File: config.mk
export PLATFORM = sky130hd
export DESIGN_NAME = mem_req_ctrl
export DESIGN_NICKNAME = d
export VERILOG_FILES = /design/src/rtl/mem_ctrl_pkg.sv /design/src/rtl/mem_req_fifo.sv /design/src/rtl/mem_req_ctrl.sv
export SDC_FILE = /design/constraint.sdc
export NUM_CORES = 1
export LEC_CHECK = 0
export CORE_UTILIZATION = 51
export CTS_CLUSTER_SIZE = 30
export DETAILED_ROUTE_END_ITERATION = 7
export PLACE_DENSITY = 0.76
export SYNTH_ARGS = -nofsm -noshare
export SYNTH_HDL_FRONTEND = slang
export SYNTH_SLANG_ARGS = --single-unit
File: constraint.sdc
create_clock -name Clk -period 4.2 [get_ports Clk]
set_input_delay 1.05 -clock Clk [delete_from_list [all_inputs] [get_ports Clk]]
set_output_delay 1.05 -clock Clk [all_outputs]
set_load 0.05 [all_outputs]
File: src/rtl/mem_ctrl_pkg.sv
// mem_ctrl_pkg: FSM state encoding and Memory R_W encoding shared by mem_req_ctrl; VRD_* states exist only with MEM_REQ_CTRL_VERIFY_EN
package mem_ctrl_pkg;
  localparam logic RW_WRITE = 1'b1;
  localparam logic RW_READ  = 1'b0;
  localparam logic [2:0] S_IDLE    = 3'd0;
  localparam logic [2:0] S_ISSUE   = 3'd1;
  localparam logic [2:0] S_WAIT_RD = 3'd2;
  localparam logic [2:0] S_RESP    = 3'd3;
`ifdef MEM_REQ_CTRL_VERIFY_EN
  localparam logic [2:0] S_VRD_ISSUE = 3'd4;
  localparam logic [2:0] S_VRD_WAIT  = 3'd5;
`endif
endpackage

File: src/rtl/mem_req_fifo.sv
// mem_req_fifo: synchronous request FIFO; ports clk, rst, push/wdata in, pop in, rdata (head), full, empty
module mem_req_fifo #(
  parameter int W     = 41,
  parameter int DEPTH = 4
) (
  input  logic         clk,
  input  logic         rst,
  input  logic         push,
  input  logic         pop,
  input  logic [W-1:0] wdata,
  output logic [W-1:0] rdata,
  output logic         full,
  output logic         empty
);
  localparam int AW = $clog2(DEPTH);
  logic [W-1:0] mem [DEPTH];
  logic [AW:0] wptr, rptr;
  assign empty = wptr == rptr;
  assign full  = (wptr[AW] != rptr[AW]) && (wptr[AW-1:0] == rptr[AW-1:0]);
  assign rdata = mem[rptr[AW-1:0]];
  always_ff @(posedge clk) begin
    if (rst) begin
      wptr <= '0;
      rptr <= '0;
    end else begin
      if (push && !full) wptr <= wptr + 1'b1;
      if (pop && !empty) rptr <= rptr + 1'b1;
    end
  end
  always_ff @(posedge clk)
    if (!rst && push && !full) mem[wptr[AW-1:0]] <= wdata;
endmodule

File: src/rtl/mem_req_ctrl.sv
// mem_req_ctrl: queues client read/write requests and issues them one at a time to Memory; returns read data on a valid/ready channel
// Ports: Clk/Reset; Req* client request channel; Rsp* read response channel; Mem* to/from Memory; Busy; VerifyErr.
// MEM_REQ_CTRL_VERIFY_EN: read back every write and set sticky VerifyErr on mismatch; otherwise VerifyErr is 0.
module mem_req_ctrl
  import mem_ctrl_pkg::*;
#(
  parameter int WIDTH      = 8,
  parameter int DinLength  = 32,
  parameter int FIFO_DEPTH = 4
) (
  input  logic                 Clk,
  input  logic                 Reset,
  input  logic                 ReqValid,
  output logic                 ReqReady,
  input  logic                 ReqRW,
  input  logic [WIDTH-1:0]     ReqAddr,
  input  logic [DinLength-1:0] ReqData,
  output logic                 RspValid,
  input  logic                 RspReady,
  output logic [DinLength-1:0] RspData,
  output logic [DinLength-1:0] MemDin,
  output logic [WIDTH-1:0]     MemAddr,
  output logic                 MemR_W,
  output logic                 MemValid,
  input  logic [DinLength-1:0] MemDout,
  output logic                 Busy,
  output logic                 VerifyErr
);
  localparam int EW = 1 + WIDTH + DinLength;
  logic [2:0] state;
  logic full, empty;
  logic [EW-1:0] head;
  assign ReqReady = !full && !Reset;
  assign Busy = !empty || state != S_IDLE;
  mem_req_fifo #(.W(EW), .DEPTH(FIFO_DEPTH)) u_fifo (
    .clk(Clk), .rst(Reset), .push(ReqValid && ReqReady), .pop(state == S_IDLE),
    .wdata({ReqRW, ReqAddr, ReqData}), .rdata(head), .full(full), .empty(empty)
  );
  // The Mem* outputs double as the op registers: loaded on pop, held otherwise.
  always_ff @(posedge Clk) begin
    if (Reset) begin
      state    <= S_IDLE;
      MemR_W   <= 1'b0;
      MemAddr  <= '0;
      MemDin   <= '0;
      RspValid <= 1'b0;
      RspData  <= '0;
    end else begin
      case (state)
        S_IDLE: if (!empty) begin
          {MemR_W, MemAddr, MemDin} <= head;
          state <= S_ISSUE;
        end
`ifdef MEM_REQ_CTRL_VERIFY_EN
        S_ISSUE: if (MemR_W == RW_WRITE) begin
          MemR_W <= RW_READ;
          state  <= S_VRD_ISSUE;
        end else state <= S_WAIT_RD;
        S_VRD_ISSUE: state <= S_VRD_WAIT;
        S_VRD_WAIT:  state <= S_IDLE;
`else
        S_ISSUE: state <= MemR_W == RW_WRITE ? S_IDLE : S_WAIT_RD;
`endif
        S_WAIT_RD: begin
          RspData  <= MemDout;
          RspValid <= 1'b1;
          state    <= S_RESP;
        end
        S_RESP: if (RspReady) begin
          RspValid <= 1'b0;
          state    <= S_IDLE;
        end
        default: state <= S_IDLE;
      endcase
    end
  end
`ifdef MEM_REQ_CTRL_VERIFY_EN
  assign MemValid = state == S_ISSUE || state == S_VRD_ISSUE;
  always_ff @(posedge Clk) begin
    if (Reset) VerifyErr <= 1'b0;
    else if (state == S_VRD_WAIT && MemDout != MemDin) VerifyErr <= 1'b1;
  end
`else
  assign MemValid  = state == S_ISSUE;
  assign VerifyErr = 1'b0;
`endif
endmodule

==> results.py, run 1 <==
metrics = {
    "floorplan": {
        "fp-row-count": 49,
        "start_util": 0.524,
        "die_h_um": 138,
        "die_x_um": 138,
        "die_area_um2": 19100,
        "ios": 155,
        "core_um2": 18100,
    },
    "timing": {
        "finalCritPeriodShare": 0.797,
        "finalMaxSlewViolations": 0,
        "setup_viol": 0,
        "finalSetupTns_ns": 0,
        "finalHoldViolCount": 0,
        "worst_slew_pin_slew_ns": 1.12,
        "period_needed_ns": 3.35,
        "rsz0062_at_grt": "false",
        "slew_headroom": 0.251,
        "skew_ns": 0.00752,
        "fmax_mhz": 299,
    },
    "setup_path": {
        "worstPathCellList": "xnor2_1, a31oi_1, clkdlybuf4s50_1",
        "worstPathArrival_ns": 2.30,
        "critPathRequiredTime_ns": 3.15,
        "crit_path_end_kind": "primary output",
        "slowest_stage": "clkdlybuf4s50_1",
        "cp_slowest_stage_delay_ns": 0.85,
        "crit_fanout": 6,
        "rr_worst_depth": 4,
        "crit_type": "register to primary output",
        "start_kind": "register",
    },
    "clocking": {
        "ctsResizeCount": 0,
        "holdBufCountCts": 0,
        "cts_sinks": 246,
        "cts_tree": "built",
        "clkLatencyLatePin_ns": 0.52,
        "htreeDepth": 1,
        "clockBufferDepth": 3,
        "cts_inserted_buffers": 25,
        "cts_setup_buffers": 0,
        "cts_root_buf": "clkbuf_16",
        "cts.clk_slew.worst_paths_ns": 0.06,
    },
    "layout": {
        "num-nets-final": 838,
        "drive_gt1_frac": 0.128,
        "nFillCells": 1213,
        "area_growth_pct": 25.9,
        "fin_util": 0.659,
        "diodes": 0,
    },
    "synthesis": {
        "yosys.cell_count.top_type": "edfxtp_1",
        "yosysSeqAreaShare": 0.693,
        "ys_seq_elements": 246,
        "async_reset_ff_frac": 0,
        "netlist_top_cells_count": "edfxtp_1 (164), nand2b_1 (89), dfxtp_1 (82)",
        "syn_avg_cell_area_um2": 15.7,
        "synth_area_leader_cell": "edfxtp_1",
        "synth-warning-count": 0,
        "synth.distinct_cells": 36,
        "synth_area_leaders": "edfxtp_1 (52%), dfxtp_1 (17%), mux4_2 (9.7%)",
        "yosys_most_used_dff": "edfxtp_1",
        "synthCells": 603,
        "syn_area_um2": 9470,
        "synth_edf_count": 164,
        "yosys.area.top_type_share": 0.520,
        "synth_nets": 685,
    },
    "grt": {
        "track_usage": 0.197,
        "use_met1": 0.254,
        "grt_pass1_vias": 5663,
        "grt_max_degree": 70,
        "overflow": 0,
        "grt_pass1_wl_mm": 29.6,
        "grt_util_met2": 0.340,
        "antenna_found_initial": 0,
        "gr-usage-met3": 0.0388,
        "busiest_layer": "met2",
    },
    "drt": {
        "drtAntennaViolNets": 0,
        "wire_per_inst_um": 18.4,
        "drc_errors": 38,
        "vias": 5397,
        "drt_wl_total_mm": 18.5,
        "vias_per_cell": 5.38,
        "drt_iter0_drc": 338,
        "firstDrtPassIters": 8,
    },
    "hold_path": {
        "hold_path.class": "register to register",
        "hold_depth": 2,
    },
    "power": {
        "p_per_area_nw_per_um2": 685,
        "irDropWorstVdd_mv": 0.476,
        "p_leak_nw": 4.10,
    },
    "run": {
        "maxCapViolations": 0,
    },
    "placed_design": {
        "gp_congestion": 0.812,
        "dp_hpwl_mm": 11.3,
        "numPortBuffers": 153,
    },
    "outcome": {
        "status": "finished, violations left",
        "violations": "DRC",
    },
}
cells in the final DEF, fill, tap and decap left out, drive strengths merged, types with 5 or more instances in the layout:
cell / n
ha: 5
mux2i: 43
nand2b: 89
nand2: 67
clkinv: 9
clkbuf: 33
nor2: 5
clkdlybuf4s50: 152
nor2b: 5
mux4: 41
a21oi: 36
edfxtp: 164
dfxtp: 82
buf: 10
logic make-up (layout without fill, tap and decap cells):
| group | after synthesis | in the layout | share of synthesized area |
|---|---|---|---|
| flip-flops | 246 | 246 | 0.693 |
| AND/OR/NAND/NOR | 175 | 175 | 0.0966 |
| multiplexers | 86 | 86 | 0.145 |
| AO/OA/AOI/OAI | 45 | 45 | 0.0287 |
| buffers and inverters | 39 | 211 | 0.0230 |
| XOR/XNOR | 6 | 6 | 0.00634 |
| adder cells (fa/ha/maj) | 5 | 5 | 0.00660 |
| other | 1 | 1 | 0.000396 |
final cells by class:
cell class,instances,area [µm²],share of cell area
Multi-Input combinational cell,318,2700,0.226
Timing Repair Buffer,162,1600,0.134
Tap cell,229,287,0.0240
Clock buffer,33,666,0.0558
Inverter,3,11.3,0.000944
Clock inverter,13,98.8,0.00829
Sequential cell,246,6570,0.551
where the power goes:
part	switching, mW	internal, mW	total [mW]
registers	0.171	2.91	3.09
clock network	0.881	1.18	2.06
logic	1.83	1.19	3.03
total	2.89	5.29	8.17
sequential cells by signal (all words and copies together), names as in the netlist:
| name | flops |
|---|---|
| state | 2 |
| u_fifo.wptr | 3 |
| MemAddr | 8 |
| RspData | 32 |
| u_fifo.rptr | 3 |
| RspValid | 1 |
| MemDin | 32 |
| u_fifo.mem | 164 |
| MemR_W | 1 |
metrics by stage:
step	worst slack, ns	hold WS (ns)	total power, mW	cells	area, µm²
floorplan	0.973	0.513	5.37	603	9470
global placement	0.951	0.443	6.11	958	11200
detailed placement	0.907	0.447	6.18	958	11200
global route	0.688	0.470	8.52	1004	11900
CTS	0.813	0.455	8.25	1004	11900
finish	0.852	0.457	8.17	1004	11900
final timing paths:
path | slack (ns) | endpoint | from
setup / recovery | 0.85 | ReqReady | u_fifo.wptr[1]$_SDFFE_PP0P_
hold / removal | 0.46 | RspData[3]$_SDFFE_PP0P_ | RspData[3]$_SDFFE_PP0P_
setup reg to reg | 1.34 | u_fifo.mem[3][14]$_DFFE_PP_ | u_fifo.rptr[1]$_SDFFE_PP0P_
hold reg to reg | 0.46 | RspData[3]$_SDFFE_PP0P_ | RspData[3]$_SDFFE_PP0P_
layer usage:
layer | wire [µm] | share of wire
met1 | 7790 | 0.42
met5 | 0 | 0
met4 | 336 | 0.018
met2 | 9140 | 0.49
met3 | 1220 | 0.066
worst max-delay path, delay by kind of cell, from the launching register on:
family,cells,cell delay (ns)
buffers and inverters,1,0.85
AO/OA/AOI/OAI,1,0.23
XOR/XNOR,1,0.21
flip-flops,1,0.49
No activity file was read; power rests on OpenSTA's default activity.
==> inputs of run 2 (changes only) <==
- CORE_UTILIZATION: 51 -> 48
- PLACE_DENSITY: 0.76 -> 0.75
- clock period: 4.2 -> 2.9 ns (I/O delays scaled with it)
==> results.py, run 2 (synthesized netlist as in run 1, its figures left out) <==
metrics = {
    "outcome": {
        "status": "finished clean",
    },
    "power": {
        "p_leak_nw": 4.11,
        "irDropWorstVdd_mv": 0.759,
        "p_per_area_nw_per_um2": 979,
        "power.total_mw": 11.8,
    },
    "clocking": {
        "htreeDepth": 1,
        "cts_setup_buffers": 0,
        "clkLatencyLatePin_ns": 0.51,
        "cts_sinks": 246,
        "ctsResizeCount": 0,
        "cts_tree": "built",
        "cts.clk_slew.worst_paths_ns": 0.05,
        "clockBufferDepth": 3,
        "cts_root_buf": "clkbuf_16",
        "holdBufCountCts": 0,
        "cts_inserted_buffers": 25,
    },
    "timing": {
        "setup_viol": 0,
        "slew_headroom": 0.303,
        "finalCritPeriodShare": 0.940,
        "holdWs_ns": 0.454,
        "worst_slew_pin_slew_ns": 1.05,
        "fin_ws_ns": 0.175,
        "rsz0062_at_grt": "false",
        "fmax_mhz": 367,
        "period_needed_ns": 2.72,
        "finalMaxSlewViolations": 0,
        "finalHoldViolCount": 0,
        "skew_ns": 0.0106,
        "finalSetupTns_ns": 0,
    },
    "drt": {
        "met1_length_mm": 7.23,
        "wl_met3_mm": 1.38,
        "top_layer_used": "met4",
        "vias_per_cell": 5.15,
        "met2_length_mm": 9.34,
        "vias": 5365,
        "drt_wl_total_mm": 18.4,
        "drc_errors": 0,
        "drt_iter0_drc": 248,
        "firstDrtPassIters": 5,
        "wire_per_inst_um": 17.7,
        "drtAntennaViolNets": 0,
    },
    "setup_path": {
        "worstPathArrival_ns": 2.00,
        "critPathRequiredTime_ns": 2.17,
        "crit_path_end_kind": "primary output",
        "crit_type": "register to primary output",
        "crit_family": "buffers and inverters",
        "slowest_stage": "clkdlybuf4s50_1",
        "cp_slowest_stage_delay_ns": 0.84,
        "worst-path-buf-inv": 1,
        "worstPathCellList": "nor2b_1, clkdlybuf4s50_1",
        "start_kind": "register",
        "crit_fanout": 7,
    },
    "floorplan": {
        "start_util": 0.488,
        "die_area_um2": 20300,
        "core_um2": 19400,
        "ios": 155,
        "die_h_um": 142,
        "die_x_um": 142,
        "fp-row-count": 51,
    },
    "layout": {
        "drive_gt1_frac": 0.125,
        "diodes": 0,
        "largest_reg_flops": 164,
        "fin_util": 0.619,
        "layout_commonest_cell": "edfxtp_1",
        "num-nets-final": 839,
        "final_area_um2": 12000,
        "layout_common_cells": "edfxtp_1 (164), clkdlybuf4s50_1 (150), nand2b_1 (89), dfxtp_1 (80), nand2_1 (67)",
        "area_growth_pct": 26.8,
        "instances_no_fill": 1041,
    },
    "grt": {
        "antenna_found_initial": 0,
        "track_usage": 0.182,
        "grt_pass1_wl_mm": 28.2,
        "overflow": 0,
        "grt_pass1_vias": 5590,
        "grt_max_degree": 65,
    },
    "placed_design": {
        "dp_slack_ns": 0.368,
        "gp_congestion": 0.787,
        "numPortBuffers": 153,
        "placed_cell_area_um2": 11300,
        "dp_hpwl_mm": 11.6,
        "dp.cells": 995,
    },
    "run": {
        "maxCapViolations": 0,
    },
    "hold_path": {
        "hold_path.class": "register to register",
    },
}
-- run 2: cell types whose count changed in the layout (fill, tap and decap cells not counted), sizes merged --
| cell | delta |
|---|---|
| clkbuf | +5 |
| buf | +3 |
| clkdlybuf4s50 | -2 |
| clkinv | -2 |
| clkinvlp | -2 |
| bufinv | -1 |
-- run 2: area by class of cell --
| cell class | instances | area (µm²) |
|---|---|---|
| clock buffer | 38 | 704 |
| multi-input combinational | 318 | 2700 |
| fill | 1447 | 7380 |
| tap | 265 | 332 |
| clock inverter | 8 | 37.5 |
| sequential | 246 | 6570 |
| timing repair buffer | 163 | 1660 |
| inverter | 3 | 11.3 |
-- run 2: power by group --
| part | switching (mW) | internal [mW] | total [mW] |
|---|---|---|---|
| Sequential | 0.295 | 4.22 | 4.52 |
| Clock | 1.20 | 1.67 | 2.87 |
| Combinational | 2.62 | 1.76 | 4.37 |
-- run 2: path summary, 6_finish.rpt --
path,from,end,slack (ns),cells after the start
setup reg to reg,u_fifo.rptr[0]$_SDFFE_PP0P_,u_fifo.mem[3][35]$_DFFE_PP_,0.76,4
setup / recovery,state[0]$_SDFFE_PP0P_,MemValid,0.18,2
hold / removal,RspData[24]$_SDFFE_PP0P_,RspData[24]$_SDFFE_PP0P_,0.45,2
hold reg to reg,RspData[24]$_SDFFE_PP0P_,RspData[24]$_SDFFE_PP0P_,0.45,2
-- run 2: routing by layer --
layer,vias to the layer above,track usage
met4,0,0.0594
li1,2516,-
met3,31,0.0384
met1,2618,0.215
met2,200,0.331
met5,-,0
-- run 2: worst register-to-register path: cells and delay by family (launching register included) --
| family | cells | cell delay (ns) |
|---|---|---|
| buffers and inverters | 1 | 0.26 |
| xor gates and xnor gates | 1 | 0.44 |
| and+or+nand+nor | 1 | 0.36 |
| DFF | 1 | 0.46 |
| AOI/OAI and AO/OA | 1 | 0.26 |
==> inputs of run 3 (changes only) <==
- CAP_MARGIN: default -> 20
- CTS_CLUSTER_DIAMETER: default -> 40
==> results.py, run 3 (synthesized netlist as in run 1, its figures left out) <==
metrics = {
    "outcome": {
        "status": "finished clean",
    },
    "floorplan": {
        "core_um2": 19400,
        "start_util": 0.488,
        "die_x_um": 142,
        "ios": 155,
        "fp-row-count": 51,
        "die_h_um": 142,
        "die_area_um2": 20300,
    },
    "hold_path": {
        "hold_path.class": "register to register",
        "hold_depth": 2,
        "hold_start": "RspData[24]$_SDFFE_PP0P_",
        "min_to": "RspData[24]$_SDFFE_PP0P_",
    },
    "clocking": {
        "cts_root_buf": "clkbuf_16",
        "cts_inserted_buffers": 30,
        "cts_setup_buffers": 0,
        "htreeDepth": 1,
        "cts_sinks": 246,
        "cts.clk_slew.worst_paths_ns": 0.05,
        "holdBufCountCts": 0,
        "clkLatencyLatePin_ns": 0.53,
        "clockBufferDepth": 3,
        "ctsResizeCount": 0,
        "cts_tree": "built",
    },
    "setup_path": {
        "start_kind": "register",
        "regToRegSetupSlack_ns": 0.77,
        "crit_type": "register to primary output",
        "r2r_start": "u_fifo.wptr[0]$_SDFFE_PP0P_",
        "crit_fanout": 7,
        "timing.rr.end": "u_fifo.mem[3][31]$_DFFE_PP_",
        "rr_worst_depth": 4,
        "worstPathArrival_ns": 2.03,
        "crit_path_end_kind": "primary output",
        "critPathRequiredTime_ns": 2.17,
    },
    "placed_design": {
        "numPortBuffers": 153,
        "dp_hpwl_mm": 11.6,
        "placed_cell_area_um2": 11300,
        "gp_congestion": 0.787,
    },
    "drt": {
        "drc_errors": 0,
        "wire_per_inst_um": 17.6,
        "drtAntennaViolNets": 0,
        "vias_per_cell": 5.17,
        "drt_wl_total_mm": 18.5,
        "drt_iter0_drc": 253,
        "met2_length_mm": 9.22,
        "top_layer_used": "met4",
        "wl_met3_mm": 1.50,
        "vias": 5442,
        "firstDrtPassIters": 5,
        "met1_length_mm": 7.42,
    },
    "run": {
        "maxCapViolations": 0,
    },
    "power": {
        "combPwrFrac": 0.350,
        "irDropWorstVdd_mv": 0.785,
        "p_int_mw": 8.24,
        "p_switching_mw": 4.31,
        "p_per_area_nw_per_um2": 1020,
        "seq_power_share": 0.360,
        "pwr-share-clk": 0.290,
        "p_leak_nw": 4.27,
        "sw_frac_of_total": 0.343,
    },
    "layout": {
        "layout_commonest_cell": "edfxtp_1",
        "nFillCells": 1414,
        "largest_reg_flops": 164,
        "drive_gt1_frac": 0.150,
        "layout_common_cells": "edfxtp_1 (164), clkdlybuf4s50_1 (150), nand2b_1 (89), dfxtp_1 (80), nand2_1 (67)",
        "area_growth_pct": 30.0,
        "final_area_um2": 12300,
        "diodes": 0,
        "num-nets-final": 845,
    },
    "timing": {
        "worst_slew_pin_slew_ns": 0.770,
        "fmax_mhz": 363,
        "slew_headroom": 0.486,
        "finalCritPeriodShare": 0.951,
        "finalMaxSlewViolations": 0,
        "rsz0062_at_grt": "false",
        "finalSetupTns_ns": 0,
        "period_needed_ns": 2.76,
        "setup_viol": 0,
        "finalHoldViolCount": 0,
        "skew_ns": 0.00997,
    },
    "grt": {
        "track_usage": 0.185,
        "grt_max_degree": 65,
        "antenna_found_initial": 0,
        "overflow": 0,
        "grt_pass1_vias": 5647,
        "grt_pass1_wl_mm": 28.8,
    },
}
run 3: worst max-delay path by stage:
| stage | to | start | slack, ns |
|---|---|---|---|
| 5_1_grt | MemValid | state[0]$_SDFFE_PP0P_ | 0.06 |
| 2_1_floorplan | ReqReady | Reset | 0.32 |
| 3_5_place_dp | u_fifo.mem[2][25]$_DFFE_PP_ | ReqValid | 0.37 |
| 4_1_cts | MemValid | state[0]$_SDFFE_PP0P_ | 0.13 |
| 3_3_place_gp | u_fifo.mem[2][5]$_DFFE_PP_ | ReqValid | 0.44 |
| 6_report | MemValid | state[0]$_SDFFE_PP0P_ | 0.14 |
run 3: worst max-delay path, cell delays in order (launching register included):
cell and delay, ns:
dfxtp_1 0.43, nor2b_1 0.22, clkdlybuf4s50_1 0.85
run 3: layer usage:
layer / track usage / up-vias
met5: 0 / -
met4: 0.0600 / 0
met3: 0.0404 / 33
met2: 0.330 / 213
met1: 0.223 / 2651
li1: - / 2545
run 3: per-stage QoR:
step / setup WS, ns / cells / power (mW) / util / hold WS, ns
3_5_place_dp: 0.368 / 995 / 9.00 / 0.581 / 0.449
2_1_floorplan: 0.323 / 603 / 7.77 / - / 0.513
3_3_place_gp: 0.438 / 995 / 8.92 / 0.581 / 0.441
6_report: 0.143 / 1052 / 12.5 / 0.635 / 0.457
5_1_grt: 0.0640 / 1052 / 13.1 / 0.635 / 0.475
4_1_cts: 0.134 / 1051 / 12.7 / 0.634 / 0.456
run 3: area by class of cell:
| class | count | area (µm²) | share of cell area |
|---|---|---|---|
| inverter | 3 | 11.3 | 0.000915 |
| clock buffer | 41 | 886 | 0.0720 |
| sequential | 246 | 6570 | 0.534 |
| multi-input combinational | 318 | 2700 | 0.219 |
| clock inverter | 15 | 138 | 0.0112 |
| tap | 265 | 332 | 0.0269 |
| timing repair buffer | 164 | 1680 | 0.136 |
run 3: power groups by stage:
stage | clock [mW] | combinational [mW] | sequential [mW]
floorplan | 0 | 2.04 | 5.73
global placement | 0 | 4.36 | 4.56
detailed placement | 0 | 4.41 | 4.59
CTS | 3.74 | 4.44 | 4.52
global route | 3.86 | 4.65 | 4.57
finish | 3.64 | 4.39 | 4.52
